### src/rtl/nn_fp16_pkg.sv
// Shared fp16 constants and the ReLU-derivative sequencer state encoding.
package nn_fp16_pkg;

    localparam logic [15:0] FP16_ONE      = 16'h3C00;
    localparam logic [15:0] FP16_ZERO     = 16'h0000;
    localparam int unsigned FP16_SIGN_BIT = 32'd15;

    typedef enum logic [1:0] {
        IDLE  = 2'd0,
        RUN   = 2'd1,
        DRAIN = 2'd2,
        DONE  = 2'd3
    } relu_seq_state_t;

endpackage : nn_fp16_pkg

### src/rtl/relu_prime_stage.sv
// Result stage: turns each returning activation word into ReLU'(x) (or the
// fused gradient x ReLU'(x) when RELU_PRIME_GRAD_GATE_EN is defined) and
// queues it, with its source index, in a 2-entry FIFO whose head drives the
// output port.
module relu_prime_stage
    import nn_fp16_pkg::*;
#(
    parameter int unsigned       DATA_W  = 32'd16,
    parameter int unsigned       ADDR_W  = 32'd10,
    parameter logic [DATA_W-1:0] ONE_VAL = FP16_ONE
) (
    input  logic              clk,
    input  logic              rst_n,
    input  logic              flush,
    input  logic              wr_en,
    input  logic [ADDR_W-1:0] wr_addr,
    input  logic [DATA_W-1:0] act_data,
    input  logic [DATA_W-1:0] grad_data,
    input  logic              rd_ready,
    output logic              rd_valid,
    output logic [ADDR_W-1:0] rd_addr,
    output logic [DATA_W-1:0] rd_data,
    output logic [1:0]        count
);

    // Negative inputs (including -0) kill the value; everything else passes it.
    function automatic logic [DATA_W-1:0] relu_gate(input logic sign_bit,
                                                    input logic [DATA_W-1:0] pass_val);
        logic [DATA_W-1:0] res;
        if (sign_bit) begin
            res = {DATA_W{1'b0}};
        end else begin
            res = pass_val;
        end
        return res;
    endfunction

    logic [DATA_W-1:0] pass_s;
    logic [DATA_W-1:0] result_s;
    logic              unused_bits_s;
    logic              push_s;
    logic              pop_s;

    logic [DATA_W-1:0] mem_data_r [0:1];
    logic [ADDR_W-1:0] mem_addr_r [0:1];
    logic              wr_ptr_r;
    logic              rd_ptr_r;
    logic [1:0]        cnt_r;

`ifdef RELU_PRIME_GRAD_GATE_EN
    assign pass_s        = grad_data;
    assign unused_bits_s = ^act_data[DATA_W-2:0];
`else
    assign pass_s        = ONE_VAL;
    assign unused_bits_s = ^{act_data[DATA_W-2:0], grad_data};
`endif

    assign result_s = relu_gate(act_data[DATA_W-1], pass_s);

    // A full FIFO still accepts a word when the head leaves in the same cycle;
    // the sequencer's credit check keeps writes from ever exceeding that.
    assign pop_s  = (cnt_r != 2'd0) && rd_ready;
    assign push_s = wr_en && !flush && ((cnt_r != 2'd2) || pop_s);

    assign rd_valid = (cnt_r != 2'd0);
    assign rd_addr  = mem_addr_r[rd_ptr_r];
    assign rd_data  = mem_data_r[rd_ptr_r];
    assign count    = cnt_r;

    // FIFO storage, pointers and occupancy; flush empties and clears it.
    always_ff @(posedge clk or negedge rst_n) begin
        if (!rst_n) begin
            mem_data_r[0] <= {DATA_W{1'b0}};
            mem_data_r[1] <= {DATA_W{1'b0}};
            mem_addr_r[0] <= {ADDR_W{1'b0}};
            mem_addr_r[1] <= {ADDR_W{1'b0}};
            wr_ptr_r      <= 1'b0;
            rd_ptr_r      <= 1'b0;
            cnt_r         <= 2'd0;
        end else if (flush) begin
            mem_data_r[0] <= {DATA_W{1'b0}};
            mem_data_r[1] <= {DATA_W{1'b0}};
            mem_addr_r[0] <= {ADDR_W{1'b0}};
            mem_addr_r[1] <= {ADDR_W{1'b0}};
            wr_ptr_r      <= 1'b0;
            rd_ptr_r      <= 1'b0;
            cnt_r         <= 2'd0;
        end else begin
            if (push_s) begin
                mem_data_r[wr_ptr_r] <= result_s;
                mem_addr_r[wr_ptr_r] <= wr_addr;
                wr_ptr_r             <= ~wr_ptr_r;
            end
            if (pop_s) begin
                rd_ptr_r <= ~rd_ptr_r;
            end
            case ({push_s, pop_s})
                2'b10:   cnt_r <= cnt_r + 2'd1;
                2'b01:   cnt_r <= cnt_r - 2'd1;
                default: cnt_r <= cnt_r;
            endcase
        end
    end

endmodule : relu_prime_stage

### src/rtl/relu_prime_seq.sv
// ReLU-derivative backprop sequencer. Walks len activation words from address
// 0, feeds the returning words through relu_prime_stage and streams results
// out with valid/ready backpressure.
// Optional feature macro: RELU_PRIME_GRAD_GATE_EN (fused gradient x ReLU').
//
// The issue decision is made in the same cycle as the read strobe and takes
// credit for the word leaving the FIFO in that cycle. That keeps the
// read-to-FIFO loop short enough for one element per cycle with only two
// FIFO entries while still guaranteeing the FIFO cannot overflow.
module relu_prime_seq
    import nn_fp16_pkg::*;
#(
    parameter int unsigned       DATA_W  = 32'd16,
    parameter int unsigned       ADDR_W  = 32'd10,
    parameter logic [DATA_W-1:0] ONE_VAL = FP16_ONE
) (
    input  logic              clk,
    input  logic              rst_n,
    input  logic              start,
    input  logic              abort,
    input  logic [ADDR_W:0]   len,
    output logic              busy,
    output logic              done,
    output logic              act_rd_en,
    output logic [ADDR_W-1:0] act_rd_addr,
    input  logic [DATA_W-1:0] act_rd_data,
    output logic              grad_rd_en,
    input  logic [DATA_W-1:0] grad_rd_data,
    output logic              out_valid,
    input  logic              out_ready,
    output logic [ADDR_W-1:0] out_addr,
    output logic [DATA_W-1:0] out_data
);

    relu_seq_state_t   state_r;
    relu_seq_state_t   state_s;
    logic              busy_r;
    logic              done_r;
    logic [ADDR_W:0]   len_r;
    logic [ADDR_W:0]   issue_cnt_r;
    logic              ret_valid_r;
    logic [ADDR_W-1:0] ret_addr_r;

    logic [1:0]        fifo_cnt_s;
    logic              pop_s;
    logic [2:0]        occ_s;
    logic              issue_s;
    logic              last_issue_s;
    logic              drain_empty_s;

    // Words that will occupy the FIFO once this cycle's handshake completes:
    // entries already queued plus the word returning on the read bus.
    assign pop_s         = out_valid && out_ready;
    assign occ_s         = {1'b0, fifo_cnt_s} + {2'b00, ret_valid_r} - {2'b00, pop_s};
    assign issue_s       = (state_r == RUN) && !abort && (occ_s < 3'd2);
    assign last_issue_s  = issue_s && (issue_cnt_r == (len_r - {{ADDR_W{1'b0}}, 1'b1}));
    assign drain_empty_s = (occ_s == 3'd0);

    assign act_rd_en   = issue_s;
    assign act_rd_addr = issue_cnt_r[ADDR_W-1:0];
`ifdef RELU_PRIME_GRAD_GATE_EN
    assign grad_rd_en  = issue_s;
`else
    assign grad_rd_en  = 1'b0;
`endif
    assign busy = busy_r;
    assign done = done_r;

    // Next-state logic; abort wins over every transition.
    always_comb begin
        state_s = state_r;
        if (abort) begin
            state_s = IDLE;
        end else begin
            case (state_r)
                IDLE: begin
                    if (start) begin
                        if (len == {(ADDR_W+1){1'b0}}) begin
                            state_s = DONE;
                        end else begin
                            state_s = RUN;
                        end
                    end else begin
                        state_s = IDLE;
                    end
                end
                RUN: begin
                    if (last_issue_s) begin
                        state_s = DRAIN;
                    end else begin
                        state_s = RUN;
                    end
                end
                DRAIN: begin
                    if (drain_empty_s) begin
                        state_s = DONE;
                    end else begin
                        state_s = DRAIN;
                    end
                end
                DONE:    state_s = IDLE;
                default: state_s = IDLE;
            endcase
        end
    end

    // State register with busy/done registered from the next state.
    always_ff @(posedge clk or negedge rst_n) begin
        if (!rst_n) begin
            state_r <= IDLE;
            busy_r  <= 1'b0;
            done_r  <= 1'b0;
        end else begin
            state_r <= state_s;
            busy_r  <= (state_s == RUN) || (state_s == DRAIN);
            done_r  <= (state_s == DONE);
        end
    end

    // Pass length is captured only when a pass is accepted.
    always_ff @(posedge clk or negedge rst_n) begin
        if (!rst_n) begin
            len_r <= {(ADDR_W+1){1'b0}};
        end else if ((state_r == IDLE) && start && !abort) begin
            len_r <= len;
        end
    end

    // Issue counter doubles as the read address; cleared around every pass.
    always_ff @(posedge clk or negedge rst_n) begin
        if (!rst_n) begin
            issue_cnt_r <= {(ADDR_W+1){1'b0}};
        end else if (abort) begin
            issue_cnt_r <= {(ADDR_W+1){1'b0}};
        end else if ((state_r == IDLE) && start) begin
            issue_cnt_r <= {(ADDR_W+1){1'b0}};
        end else if (issue_s) begin
            issue_cnt_r <= issue_cnt_r + {{ADDR_W{1'b0}}, 1'b1};
        end else if (state_r == DONE) begin
            issue_cnt_r <= {(ADDR_W+1){1'b0}};
        end
    end

    // Tracks the read whose data is on the bus this cycle; abort drops it.
    always_ff @(posedge clk or negedge rst_n) begin
        if (!rst_n) begin
            ret_valid_r <= 1'b0;
            ret_addr_r  <= {ADDR_W{1'b0}};
        end else begin
            ret_valid_r <= issue_s;
            if (issue_s) begin
                ret_addr_r <= act_rd_addr;
            end
        end
    end

    relu_prime_stage #(
        .DATA_W  (DATA_W),
        .ADDR_W  (ADDR_W),
        .ONE_VAL (ONE_VAL)
    ) u_stage (
        .clk       (clk),
        .rst_n     (rst_n),
        .flush     (abort),
        .wr_en     (ret_valid_r),
        .wr_addr   (ret_addr_r),
        .act_data  (act_rd_data),
        .grad_data (grad_rd_data),
        .rd_ready  (out_ready),
        .rd_valid  (out_valid),
        .rd_addr   (out_addr),
        .rd_data   (out_data),
        .count     (fifo_cnt_s)
    );

endmodule : relu_prime_seq

### config.mk
export PLATFORM = sky130hd
export DESIGN_NAME = relu_prime_seq
export DESIGN_NICKNAME = d
export VERILOG_FILES = /design/src/rtl/nn_fp16_pkg.sv /design/src/rtl/relu_prime_stage.sv /design/src/rtl/relu_prime_seq.sv
export SDC_FILE = /design/constraint.sdc
export NUM_CORES = 1
export LEC_CHECK = 0
export BUFFER_PORTS_ARGS = -buffer_cell sky130_fd_sc_hd__buf_2
export CORE_MARGIN = 2
export CORE_UTILIZATION = 45
export DETAILED_ROUTE_END_ITERATION = 16
export PLACE_DENSITY = 0.7
export SLEW_MARGIN = 20
export SYNTH_ARGS = -nofsm -noshare
export SYNTH_HDL_FRONTEND = slang
export SYNTH_SLANG_ARGS = --single-unit
### constraint.sdc
create_clock -name clk -period 5.2 [get_ports clk]
set_input_delay 0.52 -clock clk [delete_from_list [all_inputs] [get_ports clk]]
set_output_delay 0.52 -clock clk [all_outputs]
set_load 0.1 [all_outputs]
==> results of run 1 <==
==> placed cells by master, fill, tap and decap left out, types with 5 or more instances in the layout <==
cell type  instances
nand2_1           50
a22o_1            23
inv_1              8
buf_4              5
o21ai_0           13
dfrtp_1           63
mux2_2            20
nand3_1            5
conb_1            13
nor3_1             9
nor2_1            19
ha_1               5
buf_2             44
xnor2_1           11
a21oi_1            5
clkbuf_8           9
xor2_1             9
==> cell families (layout without fill, tap and decap cells) <==
group	count (synthesis)	after routing	synth area share, %
buffers and inverters	49	74	8.851
XOR/XNOR	20	20	5.273
flip-flops	63	63	47.46
AND/OR/NAND/NOR	112	112	16.76
adder cells (fa/ha/maj)	6	6	2.486
AO/OA/AOI/OAI	54	54	11.83
other	1	13	0.1129
multiplexers	21	21	7.232
==> how the worst max path moves through the flow <==
| stage | start | slack [ns] | to | depth (start not counted) |
|---|---|---|---|---|
| floorplan | u_stage.count[1]$_DFFE_PN0P_ | 1.08 | act_rd_en | 11 |
| global placement | u_stage.count[1]$_DFFE_PN0P_ | 1.26 | act_rd_en | 12 |
| detailed placement | u_stage.count[1]$_DFFE_PN0P_ | 1.24 | act_rd_en | 12 |
| CTS | u_stage.count[1]$_DFFE_PN0P_ | 0.85 | act_rd_en | 12 |
| global route | u_stage.count[1]$_DFFE_PN0P_ | 0.65 | act_rd_en | 12 |
| finish | u_stage.count[1]$_DFFE_PN0P_ | 0.86 | act_rd_en | 12 |
==> state kept, by name (all words and copies together) (netlist names) <==
signal,flops
ret_valid_r,1
u_stage.count,2
busy,1
len_r,11
u_stage.mem_data_r,2
state_r,2
issue_cnt_r,11
ret_addr_r,10
u_stage.wr_ptr_r,1
u_stage.rd_ptr_r,1
done,1
u_stage.mem_addr_r,20
==> power groups by stage <==
stage | Combinational [mW] | Clock, mW | Sequential [mW]
after floorplan | 0.454 | 0 | 0.684
after global placement | 0.548 | 0 | 0.672
after detailed placement | 0.558 | 0 | 0.677
after CTS | 0.564 | 0.376 | 0.668
after global routing | 0.608 | 0.398 | 0.681
final | 0.559 | 0.364 | 0.667
==> layout make-up <==
class / count / area [um2]
flip-flops and latches: 63 / 1577
fillers: 688 / 3555
repair buffers: 49 / 257.7
multi-input cells: 226 / 1503
inverters: 9 / 33.78
clock inverters: 6 / 37.54
clock buffers: 10 / 127.6
well taps: 99 / 123.9
==> critical path, cell delays in order (launching register included) <==
cell and delay (ns):
dfrtp_1 0.47, or2_2 0.33, and2_1 0.20, ha_1 0.27
inv_1 0.05, ha_1 0.12, inv_1 0.04, fa_1 0.37
xnor2_1 0.22, nand4_1 0.33, buf_4 0.31, inv_2 0.25
buf_2 0.49
==> per-layer routing <==
metal	vias up	GRT usage, %	wire length (um)
met2	52	27.71	3185
met3	5	5.029	266
met4	0	5.000	61
met5	-	0	0
li1	1160	-	-
met1	1152	22.53	3038
==> out/results.txt, run 1 <==
outcome: complete, no violations
PwrDens: 434.3 nW/um2
Final min period: 4.337 ns
cells after synthesis: 326
num ports: 89
cell-internal power: 909.7 uW
clock sink total: 63
ys flop type: dfrtp_1
Max Cap Violations: 0
Yosys warnings: 0
ranking of synthesized cells by area: dfrtp_1 (47%), mux2_2 (6.8%), a22o_1 (6.1%), buf_4 (5.9%), nand2_1 (5.6%)
area of the die: 8086 um2
TritonCTS clock tree: built
FP Rows: 31
clk buf depth: 2
area grow syn2layout: 10.17%
vias: 2369
Reg power frac: 42.0%
Yosys cell types: 48
initial antenna violation count: 0
Final WS setup: 0.8626 ns
core area: 7214 um2
H-Tree Level Count: 3
asr flop ratio synth: 100.0%
Finished Core Util: 50.73%
CP startpoint kind: register
switching share of power: 42.76%
# nets final: 412
Pleak: 1.791 nW
setup TNS: 0 ns
GRT Overall Usage: 17.14%
sequential area share after synthesis: 47.46%
share of cells above drive strength 1: 26.45%
worst skew pair latency: 0.34 ns
EDFF count, synth: 0
Clock Skew: 0.003927 ns
first-pass GRT wire length: 11.07 mm
final hold violation count: 0
CTS buffer count: 9
most instantiated cells after synthesis: dfrtp_1 (63), nand2_1 (50), buf_4 (26)
gpl congestion: 0.8421
antenna viol nets, final: 0
f_max: 230.6 MHz
initial cell density of the core: 46.05%
clock root buffer: clkbuf_8
pre-CTS WS: 1.238 ns
largest net degree at the start of global routing: 64
DRT Pass-1 Iters: 4
internal reg-to-reg setup slack: 1.38 ns
Overall Power: 1.589 mW
Synth Register Bits: 63
Clk pwr share: 22.9%
Crit Reg-Reg Endpoint: issue_cnt_r[10]$_DFFE_PN0P_
area leader, netlist: dfrtp_1
VDD IR max: 0.0002244 V
GRT overflow: 0
dominant cell by count in the synthesized netlist: dfrtp_1
n_diodes: 0
Yosys top cell area share: 47.46%
drt initial violations: 107
Worst-Margin Slew: 0.8508 ns
worst hold path type: in2async
WS Path Type: reg2out
worst reg2reg path depth: 15
vias per cell: 5.128
Die X: 89.92 um
Cell Area, Placed: 3488 um2
DR DRC count: 0
Non-Filler Instances: 462
final setup violation count: 0
fin crit share: 83.41%
Req. time, crit path: 4.68 ns
worst path arrival time: 3.82 ns
Psw: 679.6 uW
Post-Synthesis Cell Area: 3322 um2
worst r2r src: u_stage.count[1]$_DFFE_PN0P_
Worst Setup End Kind: output pin
Max-slew headroom: 43.07%
hold slack final: 0.3524 ns
number of global-route vias before repair: 2247
Reg clk slew, reported paths: 0.07 ns
syn avg cell area: 10.19 um2
Final Cell Area: 3660 um2
RSZ-0062 raised after global routing: false
WL final: 6.552 mm
I/O Buffers: 44
DIE HEIGHT: 89.92 um
# hold bufs at CTS: 0
CTS-repair resized insts: 0
post-CTS setup buffers: 0
CP Max Fanout: 19
Comb power frac: 35.1%
WL/cell: 14.18 um
HPWL Detailed: 4.534 mm
fin. max-slew vios: 0
placed insts: 446
(Power assumes the default switching activity.)
==> inputs of run 2 (changes only) <==
PLACE_DENSITY = 0.73   (was 0.7)
clock period = 3.5 ns   (was 5.2 ns; I/O delays follow)
==> run 2 against run 1 <==
Non-clock buffer count rose by 4. Worst setup slack worse by 0.67 ns. Combinational power up 56%. First-iteration DRC count is 79% higher. Clock power increased by 67%. Clock skew grew 0.0027 ns. Final cell count grew 0.87%. Sequential cell count stayed put. Critical path depth unchanged. Largest power group unchanged.
==> out/results.txt, run 2 (synthesis gave the netlist of run 1 again) <==
outcome: complete, no violations
WL/cell: 14.27 um
# hold bufs at CTS: 0
Die X: 89.92 um
Final Cell Area: 3757 um2
commonest non-fill, non-tap cell in the layout: dfrtp_1
WL final: 6.648 mm
GRT overflow: 0
Clock Skew: 0.006657 ns
TritonCTS clock tree: built
area grow syn2layout: 13.11%
worst path arrival time: 2.96 ns
share of cells above drive strength 1: 27.79%
CTS buffer count: 9
fin crit share: 94.57%
CP startpoint kind: register
Worst Setup End Kind: output pin
final hold violation count: 0
Max Cap Violations: 0
H-Tree Level Count: 3
area of the die: 8086 um2
largest net degree at the start of global routing: 40
CP Max Fanout: 18
PwrDens: 657.7 nW/um2
num ports: 89
GRT Overall Usage: 17.18%
placed insts: 448
commonest non-fill, non-tap cells in the layout: dfrtp_1 (63), nand2_1 (50), buf_2 (43)
Req. time, crit path: 3.15 ns
clock sink total: 63
gpl congestion: 0.7861
DIE HEIGHT: 89.92 um
Non-Filler Instances: 466
clock root buffer: clkbuf_8
RSZ-0062 raised after global routing: false
DRT Pass-1 Iters: 4
fin. max-slew vios: 0
drt initial violations: 191
# nets final: 416
n_diodes: 0
worst hold path type: in2async
HPWL Detailed: 4.702 mm
antenna viol nets, final: 0
largest registers: u_stage.mem_addr_r x20, issue_cnt_r x11, len_r x11
max reg flops: 20
Worst-Margin Slew: 0.8433 ns
worst skew pair latency: 0.34 ns
FP Rows: 31
number of global-route vias before repair: 2339
vias per cell: 5.167
core area: 7214 um2
multi-input logic area: 1515 um2
initial antenna violation count: 0
Pleak: 1.835 nW
DR DRC count: 0
I/O Buffers: 44
vias: 2408
Max-slew headroom: 43.78%
Reg clk slew, reported paths: 0.07 ns
final setup violation count: 0
Filler cells: 686
initial cell density of the core: 46.05%
setup TNS: 0 ns
first-pass GRT wire length: 11.14 mm
VDD IR max: 0.0004288 V
f_max: 302.1 MHz
Cell Area, Placed: 3521 um2
clk buf depth: 2
WS Path Type: reg2out
Reg area: 1577 um2
Largest Register: u_stage.mem_addr_r
Final min period: 3.310 ns
==> run 2: final timing paths <==
check / end / cells past startpoint / slack [ns] / startpoint
worst max-delay path: act_rd_en / 12 / 0.19 / u_stage.count[0]$_DFFE_PN0P_
worst min-delay path: u_stage.mem_data_r[13]$_DFFE_PN0P_ / 1 / 0.11 / rst_n
worst max register to register: busy$_DFF_PN0_ / 12 / 0.24 / u_stage.count[0]$_DFFE_PN0P_
worst min register to register: u_stage.mem_addr_r[13]$_DFFE_PN0P_ / 1 / 0.50 / u_stage.mem_addr_r[13]$_DFFE_PN0P_
max in group asynchronous: issue_cnt_r[9]$_DFFE_PN0P_ / 2 / 2.55 / rst_n
min in group clk: len_r[1]$_DFFE_PN0P_ / 3 / 0.24 / len[1]
==> run 2: critical path, stage by stage, from the launching register on <==
cell and delay [ns]:
dfrtp_1 0.41, or2_4 0.27, and2_1 0.20, ha_1 0.28, inv_1 0.05, ha_1 0.12
inv_1 0.05, fa_2 0.54, nand4_1 0.14, buf_6 0.16, inv_2 0.07, buf_12 0.15
buf_12 0.18
==> run 2: area by class of cell <==
cell class / count / area share [%]
Timing Repair Buffer: 53 / 8.492
Sequential cell: 63 / 41.96
Clock buffer: 10 / 3.397
Multi-Input combinational cell: 226 / 40.33
Tap cell: 99 / 3.297
Clock inverter: 6 / 1.632
Inverter: 9 / 0.8991
==> run 2: report_power, final <==
group / switching, mW / internal, mW
combinational: 0.576 / 0.296
sequential: 0.156 / 0.835
clock: 0.281 / 0.326
==> run 2: timing repair <==
action / in CTS / in global routing
pin swaps: 0 / 2
gates resized for setup: 3 / 3
endpoints found under the setup margin: 1 / 2
setup buffers: 1 / 1
==> run 2: layer usage <==
metal | routed length (um) | track usage (%)
met1 | 3063 | 21.46
met2 | 3228 | 29.17
met3 | 282 | 5.532
met4 | 73 | 4.103
met5 | 0 | 0
==> run 2: stage by stage <==
step / hold slack, ns / total power, mW / utilization, % / worst slack (ns)
after floorplan: 0.05441 / 1.694 / - / 0.07786
after global placement: 0.4822 / 1.830 / 48.80 / 0.2327
after detailed placement: 0.4897 / 1.858 / 48.80 / 0.1601
after CTS: 0.1279 / 2.479 / 51.73 / 0.05166
after global routing: 0.1668 / 2.620 / 52.08 / 0.02664
final: 0.1087 / 2.471 / 52.08 / 0.1902
==> inputs of run 3 (changes only) <==
CORE_UTILIZATION = 48   (was 45)
PLACE_DENSITY = 0.77   (was 0.73)
SLEW_MARGIN = 25   (was 20)
==> run 3 against run 2 <==
Via count increased by 1.3%. Fmax decreased by 0.45%. Worst hold slack got worse by 0.11 ns. Die area decreased by 6.0%. Total power increased by 1.7%. Sequential cell count unchanged. Utilization increased by 3.1 points. Worst setup slack got worse by 0.015 ns. Sequential share of layout area increased by 0.30 points. Cell area decreased by 0.70%. Critical endpoint unchanged. Largest power group unchanged.
==> out/results.txt, run 3 (synthesis gave the netlist of run 1 again) <==
Req. time, crit path: 3.15 ns
n_diodes: 0
PwrDens: 673.4 nW/um2
# nets final: 414
first-pass GRT wire length: 11.14 mm
TritonCTS clock tree: built
fin crit share: 94.99%
clock root buffer: clkbuf_8
worst reg2reg path depth: 13
num ports: 89
VDD IR max: 0.0004063 V
Worst-Margin Slew: 0.8566 ns
Overall Power: 2.512 mW
Final min period: 3.325 ns
number of global-route vias before repair: 2386
Clock Skew: 0.006038 ns
worst hold path type: in2async
Max Cap Violations: 0
FP Rows: 30
share of cells above drive strength 1: 27.40%
vias: 2440
DIE HEIGHT: 87.19 um
largest net degree at the start of global routing: 48
worst r2r src: u_stage.count[0]$_DFFE_PN0P_
GRT Overall Usage: 18.76%
Filler cells: 599
Cell Area, Placed: 3497 um2
outcome: complete, no violations
CP startpoint kind: register
drt initial violations: 110
Pleak: 1.834 nW
DR DRC count: 0
Die X: 87.19 um
Largest Register: u_stage.mem_addr_r
Max-slew headroom: 42.68%
area grow syn2layout: 12.32%
Reg clk slew, reported paths: 0.07 ns
commonest non-fill, non-tap cells in the layout: dfrtp_1 (63), nand2_1 (50), buf_2 (42)
internal reg-to-reg setup slack: 0.22 ns
RSZ-0062 raised after global routing: true
Worst Setup End Kind: output pin
HPWL Detailed: 4.641 mm
largest registers: u_stage.mem_addr_r x20, issue_cnt_r x11, len_r x11
Finished Core Util: 55.22%
f_max: 300.8 MHz
WL final: 6.577 mm
DRT Pass-1 Iters: 4
WS Path Type: reg2out
Final WS setup: 0.1753 ns
clock sink total: 63
CP Max Fanout: 19
worst skew pair latency: 0.34 ns
worst path arrival time: 2.97 ns
I/O Buffers: 44
pre-CTS WS: 0.1905 ns
initial cell density of the core: 49.17%
gpl congestion: 0.8563
H-Tree Level Count: 3
commonest non-fill, non-tap cell in the layout: dfrtp_1
vias per cell: 5.483
antenna viol nets, final: 0
CTS buffer count: 9
core area: 6756 um2
area of the die: 7602 um2
Crit Reg-Reg Endpoint: busy$_DFF_PN0_
clk buf depth: 2
fin. max-slew vios: 0
Final Cell Area: 3731 um2
final setup violation count: 0
max reg flops: 20
initial antenna violation count: 0
GRT overflow: 0
WL/cell: 14.78 um
final hold violation count: 0
-- run 3: how the worst max path moves through the flow --
stage | from | end | slack [ns] | cells after the start
6_report | u_stage.count[0]$_DFFE_PN0P_ | act_rd_en | 0.18 | 12
4_1_cts | u_stage.count[0]$_DFFE_PN0P_ | act_rd_en | 0.08 | 12
2_1_floorplan | u_stage.count[1]$_DFFE_PN0P_ | busy$_DFF_PN0_ | 0.08 | 14
5_1_grt | u_stage.count[0]$_DFFE_PN0P_ | act_rd_en | -0.02 | 12
3_3_place_gp | u_stage.count[0]$_DFFE_PN0P_ | issue_cnt_r[10]$_DFFE_PN0P_ | 0.26 | 15
3_5_place_dp | u_stage.count[0]$_DFFE_PN0P_ | issue_cnt_r[10]$_DFFE_PN0P_ | 0.19 | 15
-- run 3: layout make-up --
class                           instances  area [um2]  area share [%]
Inverter                                9       36.28          0.9725
Tap cell                               80       100.1           2.683
Sequential cell                        63        1577           42.25
Timing Repair Buffer                   51       290.3           7.780
Clock inverter                          5       63.81           1.710
Clock buffer                           11       151.4           4.058
Multi-Input combinational cell        226        1513           40.54
-- run 3: power breakdown --
part	internal (mW)	switching (mW)
Combinational	0.281	0.570
Sequential	0.835	0.160
Clock	0.374	0.293
-- run 3: per-layer routing --
metal	wire length (um)	vias up	share of wire [%]	track usage (%)
met3	264	9	4.0	6.066
met1	2974	1203	45	22.79
met5	0	-	0	0
met4	77	0	1.2	6.154
met2	3260	53	50	31.58
li1	-	1175	-	-
-- run 3: metrics by stage --
step / cells / hold WS [ns] / TNS (ns)
floorplan: 338 / 0.05441 / 0
global placement: 429 / 0.4816 / 0
detailed placement: 429 / 0.4870 / 0
CTS: 445 / 0.1854 / 0
global route: 445 / 0.01991 / -0.01915
finish: 445 / 0.003139 / 0
-- run 3: repair_timing --
action,in CTS,in global routing
hold buffers,0,0
gates resized for setup,0,2
buffers inserted,0,0
setup endpoints to repair,0,4
-- run 3: worst max-delay path, cell delays in order, from the launching register on --
cell and delay (ns):
dfrtp_1 0.41, or2_4 0.27, and2_1 0.19, ha_1 0.27, inv_1 0.05, ha_1 0.12, inv_1 0.05, fa_1 0.40
xnor2_2 0.20, nand4_1 0.14, buf_4 0.23, inv_4 0.11, buf_12 0.18
